$ cat src/rtl/tdm_demux_if.sv
// Bus between a TDM line source and the two-channel demultiplexer.
interface tdm_demux_if #(
  parameter int unsigned WIDTH = 1,
  parameter int unsigned CNTW  = 8
);
  logic [WIDTH-1:0] d;
  logic             en;
  logic             sync;
  logic [WIDTH-1:0] z0;
  logic [WIDTH-1:0] z1;
  logic             v0;
  logic             v1;
  logic             frame;
  logic             err;
  logic             lock;
  logic [CNTW-1:0]  fcnt;
  logic [CNTW-1:0]  ecnt;

  modport master (
    output d, en, sync,
    input  z0, z1, v0, v1, frame, err, lock, fcnt, ecnt
  );

  modport slave (
    input  d, en, sync,
    output z0, z1, v0, v1, frame, err, lock, fcnt, ecnt
  );
endinterface

$ cat src/rtl/tdm_demux.sv
// Two-channel TDM demultiplexer with frame alignment tracking,
// sync-error detection and frame/error counters.
module tdm_demux #(
  parameter int unsigned WIDTH = 1,
  parameter int unsigned CNTW  = 8
) (
  input  logic       clk,
  input  logic       rst_n,
  tdm_demux_if.slave bus
);

  typedef enum logic [1:0] {
    HUNT = 2'd0,
    EXP1 = 2'd1,
    EXP0 = 2'd2
  } state_t;

  state_t           state;
  logic [WIDTH-1:0] z0;
  logic [WIDTH-1:0] z1;
  logic             v0;
  logic             v1;
  logic             frame;
  logic             err;
  logic             lock;
  logic [CNTW-1:0]  fcnt;
  logic [CNTW-1:0]  ecnt;

  // Alignment FSM; every output is updated on the edge that accepts a sample.
  always_ff @(posedge clk or negedge rst_n) begin
    if (!rst_n) begin
      state <= HUNT;
      z0    <= '0;
      z1    <= '0;
      v0    <= 1'b0;
      v1    <= 1'b0;
      frame <= 1'b0;
      err   <= 1'b0;
      lock  <= 1'b0;
      fcnt  <= '0;
      ecnt  <= '0;
    end else begin
      v0    <= 1'b0;
      v1    <= 1'b0;
      frame <= 1'b0;
      err   <= 1'b0;
      if (bus.en) begin
        unique case (state)
          HUNT: begin
            if (bus.sync) begin
              z0    <= bus.d;
              v0    <= 1'b1;
              state <= EXP1;
              lock  <= 1'b1;
            end
          end
          EXP1: begin
            if (bus.sync) begin
              // Early frame start: restart the frame on this ch0 sample.
              z0  <= bus.d;
              v0  <= 1'b1;
              err <= 1'b1;
              if (ecnt != '1) ecnt <= ecnt + CNTW'(1);
            end else begin
              z1    <= bus.d;
              v1    <= 1'b1;
              frame <= 1'b1;
              fcnt  <= fcnt + CNTW'(1);
              state <= EXP0;
            end
          end
          EXP0: begin
            if (bus.sync) begin
              z0    <= bus.d;
              v0    <= 1'b1;
              state <= EXP1;
            end else begin
              err   <= 1'b1;
              if (ecnt != '1) ecnt <= ecnt + CNTW'(1);
              state <= HUNT;
              lock  <= 1'b0;
            end
          end
          default: begin
            state <= HUNT;
            lock  <= 1'b0;
          end
        endcase
      end
    end
  end

  assign bus.z0    = z0;
  assign bus.z1    = z1;
  assign bus.v0    = v0;
  assign bus.v1    = v1;
  assign bus.frame = frame;
  assign bus.err   = err;
  assign bus.lock  = lock;
  assign bus.fcnt  = fcnt;
  assign bus.ecnt  = ecnt;

endmodule

$ cat src/flat_wrapper.sv
// flat-port wrapper written by rule: the top's interface ports become plain ports
module tdm_demux_flat 
#(
  parameter int unsigned WIDTH = 1,
  parameter int unsigned CNTW  = 8
)
  (clk, rst_n, bus_d, bus_en, bus_sync, bus_z0, bus_z1, bus_v0, bus_v1, bus_frame, bus_err, bus_lock, bus_fcnt, bus_ecnt);
  tdm_demux_if #(.WIDTH(WIDTH), .CNTW(CNTW)) bus_i ();
  input  logic clk;
  input  logic rst_n;
  input wire logic [$bits(bus_i.d)-1:0] bus_d;
  input wire logic [$bits(bus_i.en)-1:0] bus_en;
  input wire logic [$bits(bus_i.sync)-1:0] bus_sync;
  output wire logic [$bits(bus_i.z0)-1:0] bus_z0;
  output wire logic [$bits(bus_i.z1)-1:0] bus_z1;
  output wire logic [$bits(bus_i.v0)-1:0] bus_v0;
  output wire logic [$bits(bus_i.v1)-1:0] bus_v1;
  output wire logic [$bits(bus_i.frame)-1:0] bus_frame;
  output wire logic [$bits(bus_i.err)-1:0] bus_err;
  output wire logic [$bits(bus_i.lock)-1:0] bus_lock;
  output wire logic [$bits(bus_i.fcnt)-1:0] bus_fcnt;
  output wire logic [$bits(bus_i.ecnt)-1:0] bus_ecnt;
  assign bus_i.d = bus_d;
  assign bus_i.en = bus_en;
  assign bus_i.sync = bus_sync;
  assign bus_z0 = bus_i.z0;
  assign bus_z1 = bus_i.z1;
  assign bus_v0 = bus_i.v0;
  assign bus_v1 = bus_i.v1;
  assign bus_frame = bus_i.frame;
  assign bus_err = bus_i.err;
  assign bus_lock = bus_i.lock;
  assign bus_fcnt = bus_i.fcnt;
  assign bus_ecnt = bus_i.ecnt;
  tdm_demux #(.WIDTH(WIDTH), .CNTW(CNTW)) u_core (.clk(clk), .rst_n(rst_n), .bus(bus_i));
endmodule
$ cat config.mk
export PLATFORM = sky130hd
export DESIGN_NAME = tdm_demux_flat
export DESIGN_NICKNAME = d
export VERILOG_FILES = /design/src/rtl/tdm_demux_if.sv /design/src/rtl/tdm_demux.sv /design/src/flat_wrapper.sv
export SDC_FILE = /design/constraint.sdc
export NUM_CORES = 1
export LEC_CHECK = 0
export CAP_MARGIN = 25
export CORE_UTILIZATION = 42
export DETAILED_ROUTE_END_ITERATION = 6
export MAX_ROUTING_LAYER = met4
export PLACE_DENSITY = 0.76
export SLEW_MARGIN = 20
export SYNTH_ARGS = -nofsm -noshare
export SYNTH_HDL_FRONTEND = slang
export SYNTH_SLANG_ARGS = --single-unit
$ cat constraint.sdc
create_clock -name clk -period 1.4 [get_ports clk]
set_input_delay 0.35 -clock clk [delete_from_list [all_inputs] [get_ports clk]]
set_output_delay 0.35 -clock clk [all_outputs]
set_load 0.02 [all_outputs]
==> impl_metrics.json, run 1 <==
{
  "crit-reg2reg-launch": "u_core.state[1]$_DFFE_PN0P_",
  "ios": 28,
  "worstSetupPathType": "reg -> reg",
  "synthesis.area_mm2": 0.00109,
  "final_layout_size_suffix_gt1_frac": 0.464,
  "worst_ep_arrival_time_ns": 1.67,
  "mapped_avg_cell_area_um2": 12.4,
  "switchingPower_uw": 879,
  "fmax_mhz": 684,
  "synth.yosys.warnings": 0,
  "max-slew-margin-rel": 0.796,
  "critical_path.cell_chain": "and4b_2 -> nor2_4 -> nor3_4 -> mux2_4",
  "switching_share": 0.375,
  "violations": "negative setup slack",
  "place_congestion": 0.838,
  "critical_path_buf_inv_count": 0,
  "n_antenna_cell": 0,
  "synthesized_netlist_cell_count": 88,
  "core-area_mm2": 0.00245,
  "internal_power_mw": 1.46,
  "tritoncts.num_buffers": 3,
  "r2r-end": "u_core.bus.ecnt[7]$_DFFE_PN0P_",
  "grt_first_pass_wirelength_um": 3750,
  "timing.reg2reg.worst_path_depth": 4,
  "worst-r2r-setup-slack_ns": -0.06,
  "final_worst_path_period_need_ns": 1.46,
  "pwr_density_cell_mw_per_mm2": 1480,
  "startpoint_type": "register",
  "place_inst": 161,
  "number_of_antenna_violations_at_the_first_check_in_global_routing": 0,
  "seq_power_share": 0.424,
  "min_period_over_period": 1.04,
  "part_of_the_total_power_dissipated_in_the_clock_network": 0.135,
  "postSynthRegisterBits": 24,
  "wl_per_cell_um": 13.5,
  "die_width_um": 52.9,
  "die_h_um": 52.9,
  "tritoncts_clock_tree": "done",
  "synthArstFlopShare": 1.00,
  "final.setup.worst_slack_ns": -0.0614,
  "fraction_of_the_yosys_area_taken_by_sequential_cells": 0.552,
  "area_growth_syn_to_layout_pct": 45.3,
  "maximum_number_of_pins_on_one_net_before_global_route_repair": 25,
  "route.antenna.remaining_nets": 0,
  "layoutNonFillerInstCount": 168,
  "critPathCaptureType": "register",
  "synthDistinctLibCells": 28,
  "synth_edf_count": 0,
  "hold_buffers": 0,
  "slowest_stage": "sky130_fd_sc_hd__dfrtp_1",
  "critical-path-max-stage-delay_ns": 0.45,
  "via_density": 5.01,
  "finalSetupViolations": 6,
  "drt_drc_violations_left": 0,
  "worstSkewPairLatency_ns": 0.31,
  "num_rows": 18,
  "worst_clock_skew_ns": 0.00103,
  "final-max-slew-violation-count": 0,
  "cts_max_path_buffers": 2,
  "design.die.area_mm2": 0.00280,
  "clkSinkCount": 24,
  "nNetsFinal": 146,
  "vias_in_the_first_global_route": 834,
  "outcome": "finished, violations left",
  "detailedPlacementHpwl_um": 1630,
  "fin_util": 0.644,
  "routed_wl_um": 2270,
  "clkSlewWorstSetupHoldPaths_ns": 0.13,
  "cpLargestDelayFamily": "simple AND/OR/NAND/NOR gates",
  "drt_first_iter_violations": 6,
  "combinationalPowerShare": 0.441,
  "drt_pass1_iterations": 4,
  "maxCapViolCount": 0,
  "worstPathRequired_ns": 1.61,
  "cts_htree_levels": 1,
  "critical_path_peak_fanout": 5,
  "power.static_leakage_nw": 0.760,
  "grt-ovfl-total": 0,
  "start_util": 0.443,
  "rsz_0062_raised_after_global_routing": "true",
  "root_buffer_cell": "sky130_fd_sc_hd__clkbuf_4",
  "postSynthNetCount": 95,
  "route.vias.total": 842,
  "groute.usage.overall": 0.193,
  "hp-class": "in -> async",
  "numPortBuffers": 27,
  "final_hold_viol_count": 0,
  "worst_pin_slew_ns": 0.306,
  "synthFlopType": "sky130_fd_sc_hd__dfrtp_1",
  "vdd_drop_max_mv": 1.21
}
## what timing repair did
action                                  in CTS  in global routing
buffers inserted                             3                  0
resized for setup                           46                 26
pin swaps                                    4                  5
endpoints found under the setup margin      30                 28
## stage by stage
step                      instance area [um^2]  hold slack (ns)  TNS (ns)  worst slack, ns  total power, mW
final                                     1580            0.374    -0.240          -0.0614             2.34
after detailed placement                  1550            0.470     -6.72           -0.525             2.08
after floorplan                           1130           0.0544   -0.0601          -0.0400             1.53
after global routing                      1580            0.388    -0.760           -0.122             2.50
after global placement                    1550            0.463     -5.88           -0.457             2.05
after CTS                                 1610            0.379    -0.267          -0.0675             2.36
## cell usage after synthesis, types with 2 or more instances
master                     n  area share
sky130_fd_sc_hd__mux2_2    7       0.072
sky130_fd_sc_hd__a21o_2    2       0.016
sky130_fd_sc_hd__dfrtp_1  24        0.55
sky130_fd_sc_hd__ha_1      2       0.023
sky130_fd_sc_hd__nand4_1   5       0.029
sky130_fd_sc_hd__nor3_1    2      0.0092
sky130_fd_sc_hd__nand2_1   7       0.024
sky130_fd_sc_hd__a21oi_1   2      0.0092
sky130_fd_sc_hd__xnor2_1   8       0.064
sky130_fd_sc_hd__nand3_1   3       0.014
sky130_fd_sc_hd__xor2_1    2       0.016
sky130_fd_sc_hd__o21ai_0   2      0.0092
sky130_fd_sc_hd__inv_1     4       0.014
sky130_fd_sc_hd__nor2_1    4       0.014
## power groups by stage
| stage | clock network, mW | logic, mW | registers (mW) |
|---|---|---|---|
| global route | 0.351 | 1.13 | 1.02 |
| floorplan | 0 | 0.309 | 1.23 |
| global placement | 0 | 1.05 | 0.993 |
| finish | 0.315 | 1.03 | 0.993 |
| CTS | 0.324 | 1.05 | 0.989 |
| detailed placement | 0 | 1.07 | 1.01 |
## cell type report
class | instances | area (um^2)
multi-input cells | 58 | 515
clock buffers | 4 | 26.3
repair buffers | 48 | 382
inverters | 4 | 15.0
fillers | 196 | 873
well taps | 30 | 37.5
flip-flops and latches | 24 | 606
## state kept, by name, summed over array words and instances, names as in the netlist
name,count
u_core.bus.ecnt,8
u_core.bus.err,1
u_core.bus.fcnt,8
u_core.bus.frame,1
u_core.bus.lock,1
u_core.bus.v0,1
u_core.bus.z0,1
u_core.bus.z1,1
u_core.state,2
## metal layers
metal	vias to the layer above	global-route usage	wire length, um
met3	6	0.0345	107
met5	-	-	0
li1	406	-	-
met4	0	0.0658	58
met1	408	0.242	950
met2	22	0.314	1150
## how the worst max path moves through the flow
stage	from	end	depth (start not counted)
after floorplan	u_core.state[0]$_DFFE_PN0P_	u_core.bus.ecnt[6]$_DFFE_PN0P_	4
after global placement	bus_en	u_core.bus.ecnt[6]$_DFFE_PN0P_	5
after detailed placement	bus_en	u_core.bus.ecnt[7]$_DFFE_PN0P_	5
after CTS	u_core.state[1]$_DFFE_PN0P_	u_core.bus.ecnt[3]$_DFFE_PN0P_	6
after global routing	u_core.state[1]$_DFFE_PN0P_	u_core.bus.ecnt[3]$_DFFE_PN0P_	6
final	u_core.state[1]$_DFFE_PN0P_	u_core.bus.ecnt[7]$_DFFE_PN0P_	4
## worst reg2reg max path, delay by kind of cell (launching register included)
| kind | cells | cell delay (ns) |
|---|---|---|
| AND/OR/NAND/NOR | 3 | 0.60 |
| flip-flops | 1 | 0.45 |
| multiplexers | 1 | 0.31 |
## placed cells by master, fill, tap and decap left out, types with 3 or more instances in the layout
| cell | netlist | layout |
|---|---|---|
| sky130_fd_sc_hd__buf_6 | 1 | 3 |
| sky130_fd_sc_hd__buf_4 | 1 | 18 |
| sky130_fd_sc_hd__nand2_1 | 7 | 7 |
| sky130_fd_sc_hd__clkbuf_4 | 0 | 3 |
| sky130_fd_sc_hd__nand4_1 | 5 | 5 |
| sky130_fd_sc_hd__dfrtp_2 | 0 | 4 |
| sky130_fd_sc_hd__dlygate4sd2_1 | 0 | 4 |
| sky130_fd_sc_hd__inv_1 | 4 | 4 |
| sky130_fd_sc_hd__clkbuf_2 | 0 | 9 |
| sky130_fd_sc_hd__clkdlybuf4s15_1 | 0 | 8 |
| sky130_fd_sc_hd__xnor2_1 | 8 | 8 |
| sky130_fd_sc_hd__dfrtp_1 | 24 | 20 |
| sky130_fd_sc_hd__mux2_4 | 0 | 6 |
## kinds of logic after synthesis
group | Yosys count | share of synthesized area
adder cells (fa/ha/maj) | 2 | 0.0230
flip-flops | 24 | 0.552
AND/OR/NAND/NOR | 30 | 0.176
buffers and inverters | 6 | 0.0310
AO/OA/AOI/OAI | 9 | 0.0655
XOR/XNOR | 10 | 0.0805
multiplexers | 7 | 0.0724
Note: power is estimated with default switching activity, not from simulation.
==> run 2, diff against run 1 <==
- CORE_ASPECT_RATIO: default -> 0.6
- CORE_UTILIZATION: 42 -> 45
- PLACE_DENSITY: 0.76 -> 0.78
- clock period: 1.4 -> 1.8 ns (I/O delays scaled with it)
==> run 2 against run 1 <==
Effect of this change:
- the flow now finishes without violations
- global-route usage fell by 0.70 points
- sequential share of layout area rose by 1.2 points
- critical endpoint is now bus_fcnt[4]
- utilization rose by 3.7 points
- cell area fell by 4.0%
- largest power group is now registers
- cell count fell by 7.1%
- register-to-register slack improved by 0.26 ns
- routed wire length fell by 2.6%
- combinational power fell by 37%
- setup slack improved by 0.098 ns
- clock power rose by 14%
- worst hold slack improved by 0.10 ns
- non-clock buffer count fell by 12
==> impl_metrics.json, run 2 (synthesized netlist as in run 1, its figures left out) <==
{
  "clkSlewWorstSetupHoldPaths_ns": 0.08,
  "tritoncts.num_buffers": 3,
  "worst-r2r-setup-slack_ns": 0.20,
  "rsz_0062_raised_after_global_routing": "false",
  "hold_path.startpoint": "u_core.bus.fcnt[7]$_DFFE_PN0P_",
  "worstSkewPairLatency_ns": 0.26,
  "core-area_mm2": 0.00223,
  "vdd_drop_max_mv": 0.599,
  "outcome": "completed",
  "route.vias.total": 771,
  "final.setup.worst_slack_ns": 0.0368,
  "worstHoldPathCells": 1,
  "hold_path_end": "u_core.bus.fcnt[7]$_DFFE_PN0P_",
  "nNetsFinal": 134,
  "min_period_over_period": 0.980,
  "numPortBuffers": 27,
  "final_layout_size_suffix_gt1_frac": 0.230,
  "num_rows": 13,
  "worstPathRequired_ns": 1.35,
  "largest_registers": "u_core.bus.ecnt: 8 flops, u_core.bus.fcnt: 8 flops, u_core.state: 2 flops",
  "tritoncts_clock_tree": "done",
  "detailedPlacementHpwl_um": 1520,
  "drt_first_iter_violations": 17,
  "fmax_mhz": 567,
  "drt_pass1_iterations": 4,
  "pwr_density_cell_mw_per_mm2": 1200,
  "hold_buffers": 0,
  "timing.reg2reg.worst_path_depth": 4,
  "cpLargestDelayFamily": "buffers and inverters",
  "grt-ovfl-total": 0,
  "die_width_um": 65.5,
  "finalSetupViolations": 0,
  "maximum_number_of_pins_on_one_net_before_global_route_repair": 25,
  "final_worst_path_period_need_ns": 1.76,
  "design.die.area_mm2": 0.00263,
  "worst_ep_arrival_time_ns": 1.31,
  "place_congestion": 0.778,
  "drt_drc_violations_left": 0,
  "route.antenna.remaining_nets": 0,
  "design_area_mm2": 0.00152,
  "vias_in_the_first_global_route": 716,
  "routed_wl_um": 2210,
  "final_cell_mix": "24 x sky130_fd_sc_hd__dfrtp_1, 18 x sky130_fd_sc_hd__clkdlybuf4s50_1, 9 x sky130_fd_sc_hd__buf_4",
  "cts_max_path_buffers": 2,
  "dpl-instance-area_mm2": 0.00143,
  "worstSetupPathType": "reg -> out",
  "startpoint_type": "register",
  "worst_clock_skew_ns": 0.00508,
  "hp-class": "reg -> reg",
  "number_of_antenna_violations_at_the_first_check_in_global_routing": 0,
  "root_buffer_cell": "sky130_fd_sc_hd__clkbuf_8",
  "dpl_ws_ns": -0.258,
  "worst_pin_slew_ns": 0.309,
  "area_growth_syn_to_layout_pct": 39.5,
  "die_h_um": 40.1,
  "slowest_stage": "sky130_fd_sc_hd__clkdlybuf4s50_1",
  "critical_path_buf_inv_count": 1,
  "final-max-slew-violation-count": 0,
  "start_util": 0.488,
  "groute.usage.overall": 0.186,
  "via_density": 4.94,
  "cts_htree_levels": 1,
  "final_hold_viol_count": 0,
  "crit-reg2reg-launch": "u_core.bus.ecnt[0]$_DFFE_PN0P_",
  "max-slew-margin-rel": 0.794,
  "power.static_leakage_nw": 0.785,
  "critical-path-max-stage-delay_ns": 0.64,
  "grt_first_pass_wirelength_um": 3370,
  "layoutNonFillerInstCount": 156,
  "critPathCaptureType": "primary output",
  "place_inst": 150,
  "critical_path_peak_fanout": 3,
  "n_antenna_cell": 0,
  "wl_per_cell_um": 14.1,
  "critical_path.cell_chain": "clkdlybuf4s50_1",
  "mostFrequentLayoutCell": "sky130_fd_sc_hd__dfrtp_1",
  "maxCapViolCount": 0,
  "r2r-end": "u_core.bus.ecnt[6]$_DFFE_PN0P_",
  "ios": 28,
  "clkSinkCount": 24
}
-- run 2: worst max-delay path by stage --
stage	start	end	cells after the start
4_1_cts	bus_sync	u_core.bus.ecnt[7]$_DFFE_PN0P_	5
2_1_floorplan	u_core.bus.ecnt[0]$_DFFE_PN0P_	u_core.bus.ecnt[6]$_DFFE_PN0P_	4
5_1_grt	u_core.bus.fcnt[4]$_DFFE_PN0P_	bus_fcnt[4]	1
6_report	u_core.bus.fcnt[4]$_DFFE_PN0P_	bus_fcnt[4]	1
3_5_place_dp	bus_sync	u_core.bus.ecnt[7]$_DFFE_PN0P_	5
3_3_place_gp	bus_sync	u_core.bus.ecnt[6]$_DFFE_PN0P_	5
-- run 2: metrics by stage --
step / util / hold WS [ns] / TNS [ns] / power [mW]
3_3_place_gp: 0.642 / 0.461 / -1.49 / 1.46
6_report: 0.682 / 0.474 / 0 / 1.82
5_1_grt: 0.682 / 0.494 / 0 / 1.92
4_1_cts: 0.666 / 0.481 / 0 / 1.84
2_1_floorplan: - / 0.154 / 0 / 1.15
3_5_place_dp: 0.642 / 0.470 / -1.84 / 1.48
-- run 2: power breakdown --
part	internal (mW)	switching [mW]
logic	0.328	0.326
clock network	0.195	0.164
registers	0.657	0.153
-- run 2: area by class of cell --
| class | instances | area [um^2] |
|---|---|---|
| multi-input cells | 58 | 454 |
| fillers | 172 | 709 |
| repair buffers | 36 | 357 |
| clock buffers | 4 | 55.1 |
| inverters | 4 | 15.0 |
| flip-flops and latches | 24 | 601 |
| well taps | 30 | 37.5 |
-- run 2: timing repair --
action | 4_1_cts | 5_1_grt
pin swaps | 0 | 2
gates resized for setup | 1 | 8
setup endpoints to repair | 1 | 10
buffers inserted | 0 | 2
-- run 2: per-layer routing --
metal  GRT usage  vias up  part of all wire
li1            -      381                 -
met1       0.251      370              0.50
met2       0.294       20              0.45
met3      0.0511        0             0.043
met4      0.0163        0                 0
met5           -        -                 0
==> run 3, diff against run 2 <==
- CORE_MARGIN: default -> 10
==> run 3 against run 2 <==
Effect of this change:
- critical path type is now in -> reg
- die area up 85%
- non-clock buffer count down 3
- largest power group unchanged
- first-iteration DRC count rose to 3.6 times the previous value
==> impl_metrics.json, run 3 (synthesized netlist as in run 1, its figures left out) <==
{
  "finalSetupViolations": 0,
  "grt_first_pass_wirelength_um": 4230,
  "r2r-end": "u_core.bus.ecnt[6]$_DFFE_PN0P_",
  "route.layer.met1.wl_um": 1060,
  "design.die.area_mm2": 0.00485,
  "maximum_number_of_pins_on_one_net_before_global_route_repair": 25,
  "clkSlewWorstSetupHoldPaths_ns": 0.08,
  "tritoncts.num_buffers": 3,
  "final_worst_path_period_need_ns": 1.74,
  "critical_path_peak_fanout": 5,
  "mostFrequentLayoutCell": "sky130_fd_sc_hd__dfrtp_1",
  "crit-reg2reg-launch": "u_core.bus.ecnt[0]$_DFFE_PN0P_",
  "worst_clock_skew_ns": 0.00459,
  "drt_first_iter_violations": 61,
  "hold_buffers": 0,
  "worstPathRequired_ns": 1.96,
  "met2WireLength_um": 1180,
  "hold_path_end": "u_core.bus.fcnt[7]$_DFFE_PN0P_",
  "vias_in_the_first_global_route": 854,
  "highest_layer": "met4",
  "dpl-instance-area_mm2": 0.00142,
  "final_hold_viol_count": 0,
  "die_width_um": 83.5,
  "worst-r2r-setup-slack_ns": 0.20,
  "timing.reg2reg.worst_path_depth": 4,
  "internal_power_mw": 1.25,
  "power.static_leakage_nw": 0.793,
  "worstSkewPairLatency_ns": 0.27,
  "groute.usage.overall": 0.112,
  "design_power_total_mw": 1.91,
  "seq_power_share": 0.422,
  "number_of_antenna_violations_at_the_first_check_in_global_routing": 0,
  "max-slew-margin-rel": 0.796,
  "fmax_mhz": 576,
  "switchingPower_uw": 661,
  "outcome": "completed",
  "area_growth_syn_to_layout_pct": 39.2,
  "tritoncts_clock_tree": "done",
  "drt_pass1_iterations": 4,
  "worst_pin_slew_ns": 0.306,
  "drt_drc_violations_left": 0,
  "hp-class": "reg -> reg",
  "vdd_drop_max_mv": 0.628,
  "pwr_density_cell_mw_per_mm2": 1260,
  "via_density": 5.11,
  "clkSinkCount": 24,
  "largest_registers": "u_core.bus.ecnt: 8 flops, u_core.bus.fcnt: 8 flops, u_core.state: 2 flops",
  "rsz_0062_raised_after_global_routing": "false",
  "worstSetupPathType": "in -> reg",
  "worst_ep_arrival_time_ns": 1.90,
  "num_rows": 13,
  "core-area_mm2": 0.00223,
  "numPortBuffers": 27,
  "worstHoldPathCells": 1,
  "hold_path.startpoint": "u_core.bus.fcnt[7]$_DFFE_PN0P_",
  "cp-startpoint": "bus_sync",
  "critPathCaptureType": "register",
  "switching_share": 0.346,
  "route.antenna.remaining_nets": 0,
  "root_buffer_cell": "sky130_fd_sc_hd__clkbuf_8",
  "route.vias.total": 782,
  "maxCapViolCount": 0,
  "start_util": 0.488,
  "final_layout_size_suffix_gt1_frac": 0.228,
  "design_area_mm2": 0.00152,
  "part_of_the_total_power_dissipated_in_the_clock_network": 0.247,
  "wl_per_cell_um": 15.9,
  "place_congestion": 0.853,
  "final-max-slew-violation-count": 0,
  "cts_max_path_buffers": 2,
  "ios": 28,
  "cts_htree_levels": 1,
  "startpoint_type": "input pin",
  "final_cell_mix": "24 x sky130_fd_sc_hd__dfrtp_1, 12 x sky130_fd_sc_hd__clkdlybuf4s50_1, 8 x sky130_fd_sc_hd__xnor2_1, 8 x sky130_fd_sc_hd__dlymetal6s2s_1",
  "detailedPlacementHpwl_um": 1810,
  "grt-ovfl-total": 0,
  "routed_wl_um": 2440,
  "n_antenna_cell": 0,
  "combinationalPowerShare": 0.331,
  "min_period_over_period": 0.964,
  "detail_route_met3_wl_um": 155,
  "nNetsFinal": 131,
  "die_h_um": 58.1
}
-- run 3: cell types whose count changed in the layout (fill, tap and decap cells not counted), sizes merged --
| cell | previous run | this run |
|---|---|---|
| bufinv | 0 | 1 |
| clkbuf | 4 | 3 |
| dlygate4sd2 | 1 | 7 |
| buf | 9 | 6 |
| clkdlybuf4s50 | 18 | 12 |
-- run 3: power by group through the flow --
stage          clock, mW  combinational [mW]  sequential, mW
5_1_grt            0.509               0.687           0.833
6_report           0.472               0.633           0.807
3_3_place_gp           0               0.666           0.806
3_5_place_dp           0               0.686           0.814
2_1_floorplan          0               0.222           0.931
4_1_cts            0.489               0.650           0.807
-- run 3: layer usage --
metal / up-vias / GRT usage
li1: 375 / -
met5: - / -
met2: 19 / 0.189
met3: 5 / 0.0502
met4: 0 / 0.0285
met1: 383 / 0.119
-- run 3: worst max path at each step --
stage	end	slack (ns)	cells after the start
2_1_floorplan	u_core.bus.ecnt[6]$_DFFE_PN0P_	0.22	4
3_3_place_gp	u_core.bus.ecnt[6]$_DFFE_PN0P_	-0.21	5
3_5_place_dp	u_core.bus.ecnt[7]$_DFFE_PN0P_	-0.27	5
4_1_cts	bus_ecnt[1]	0.004	1
5_1_grt	u_core.bus.ecnt[6]$_DFFE_PN0P_	0.002	5
6_report	u_core.bus.ecnt[6]$_DFFE_PN0P_	0.06	5
-- run 3: through the flow --
step,util,hold WS (ns),setup TNS (ns),setup slack (ns),cells
detailed placement,0.638,0.500,-1.55,-0.268,149
global route,0.680,0.537,0,0.00249,153
finish,0.680,0.504,0,0.0648,153
floorplan,-,0.154,0,0.224,88
CTS,0.669,0.515,0,0.00450,153
global placement,0.638,0.461,-1.02,-0.209,149
-- run 3: cell type report --
cell class,count,area [um^2]
clock inverters,1,30.0
flip-flops and latches,24,601
inverters,4,15.0
clock buffers,3,41.3
well taps,30,37.5
repair buffers,33,327
multi-input cells,58,464
fillers,169,713
-- run 3: timing repair --
item	CTS	global route
hold endpoints to repair	0	0
pin swaps	0	2
endpoints found under the setup margin	8	9
setup buffers	0	0
gates resized for setup	8	9
-- run 3: worst max-delay path, cell delays in order --
cell and delay (ns):
sky130_fd_sc_hd__clkdlybuf4s50_1 0.46, sky130_fd_sc_hd__and4bb_4 0.37, sky130_fd_sc_hd__nor2_4 0.06, sky130_fd_sc_hd__nor3_2 0.20, sky130_fd_sc_hd__mux2_2 0.35
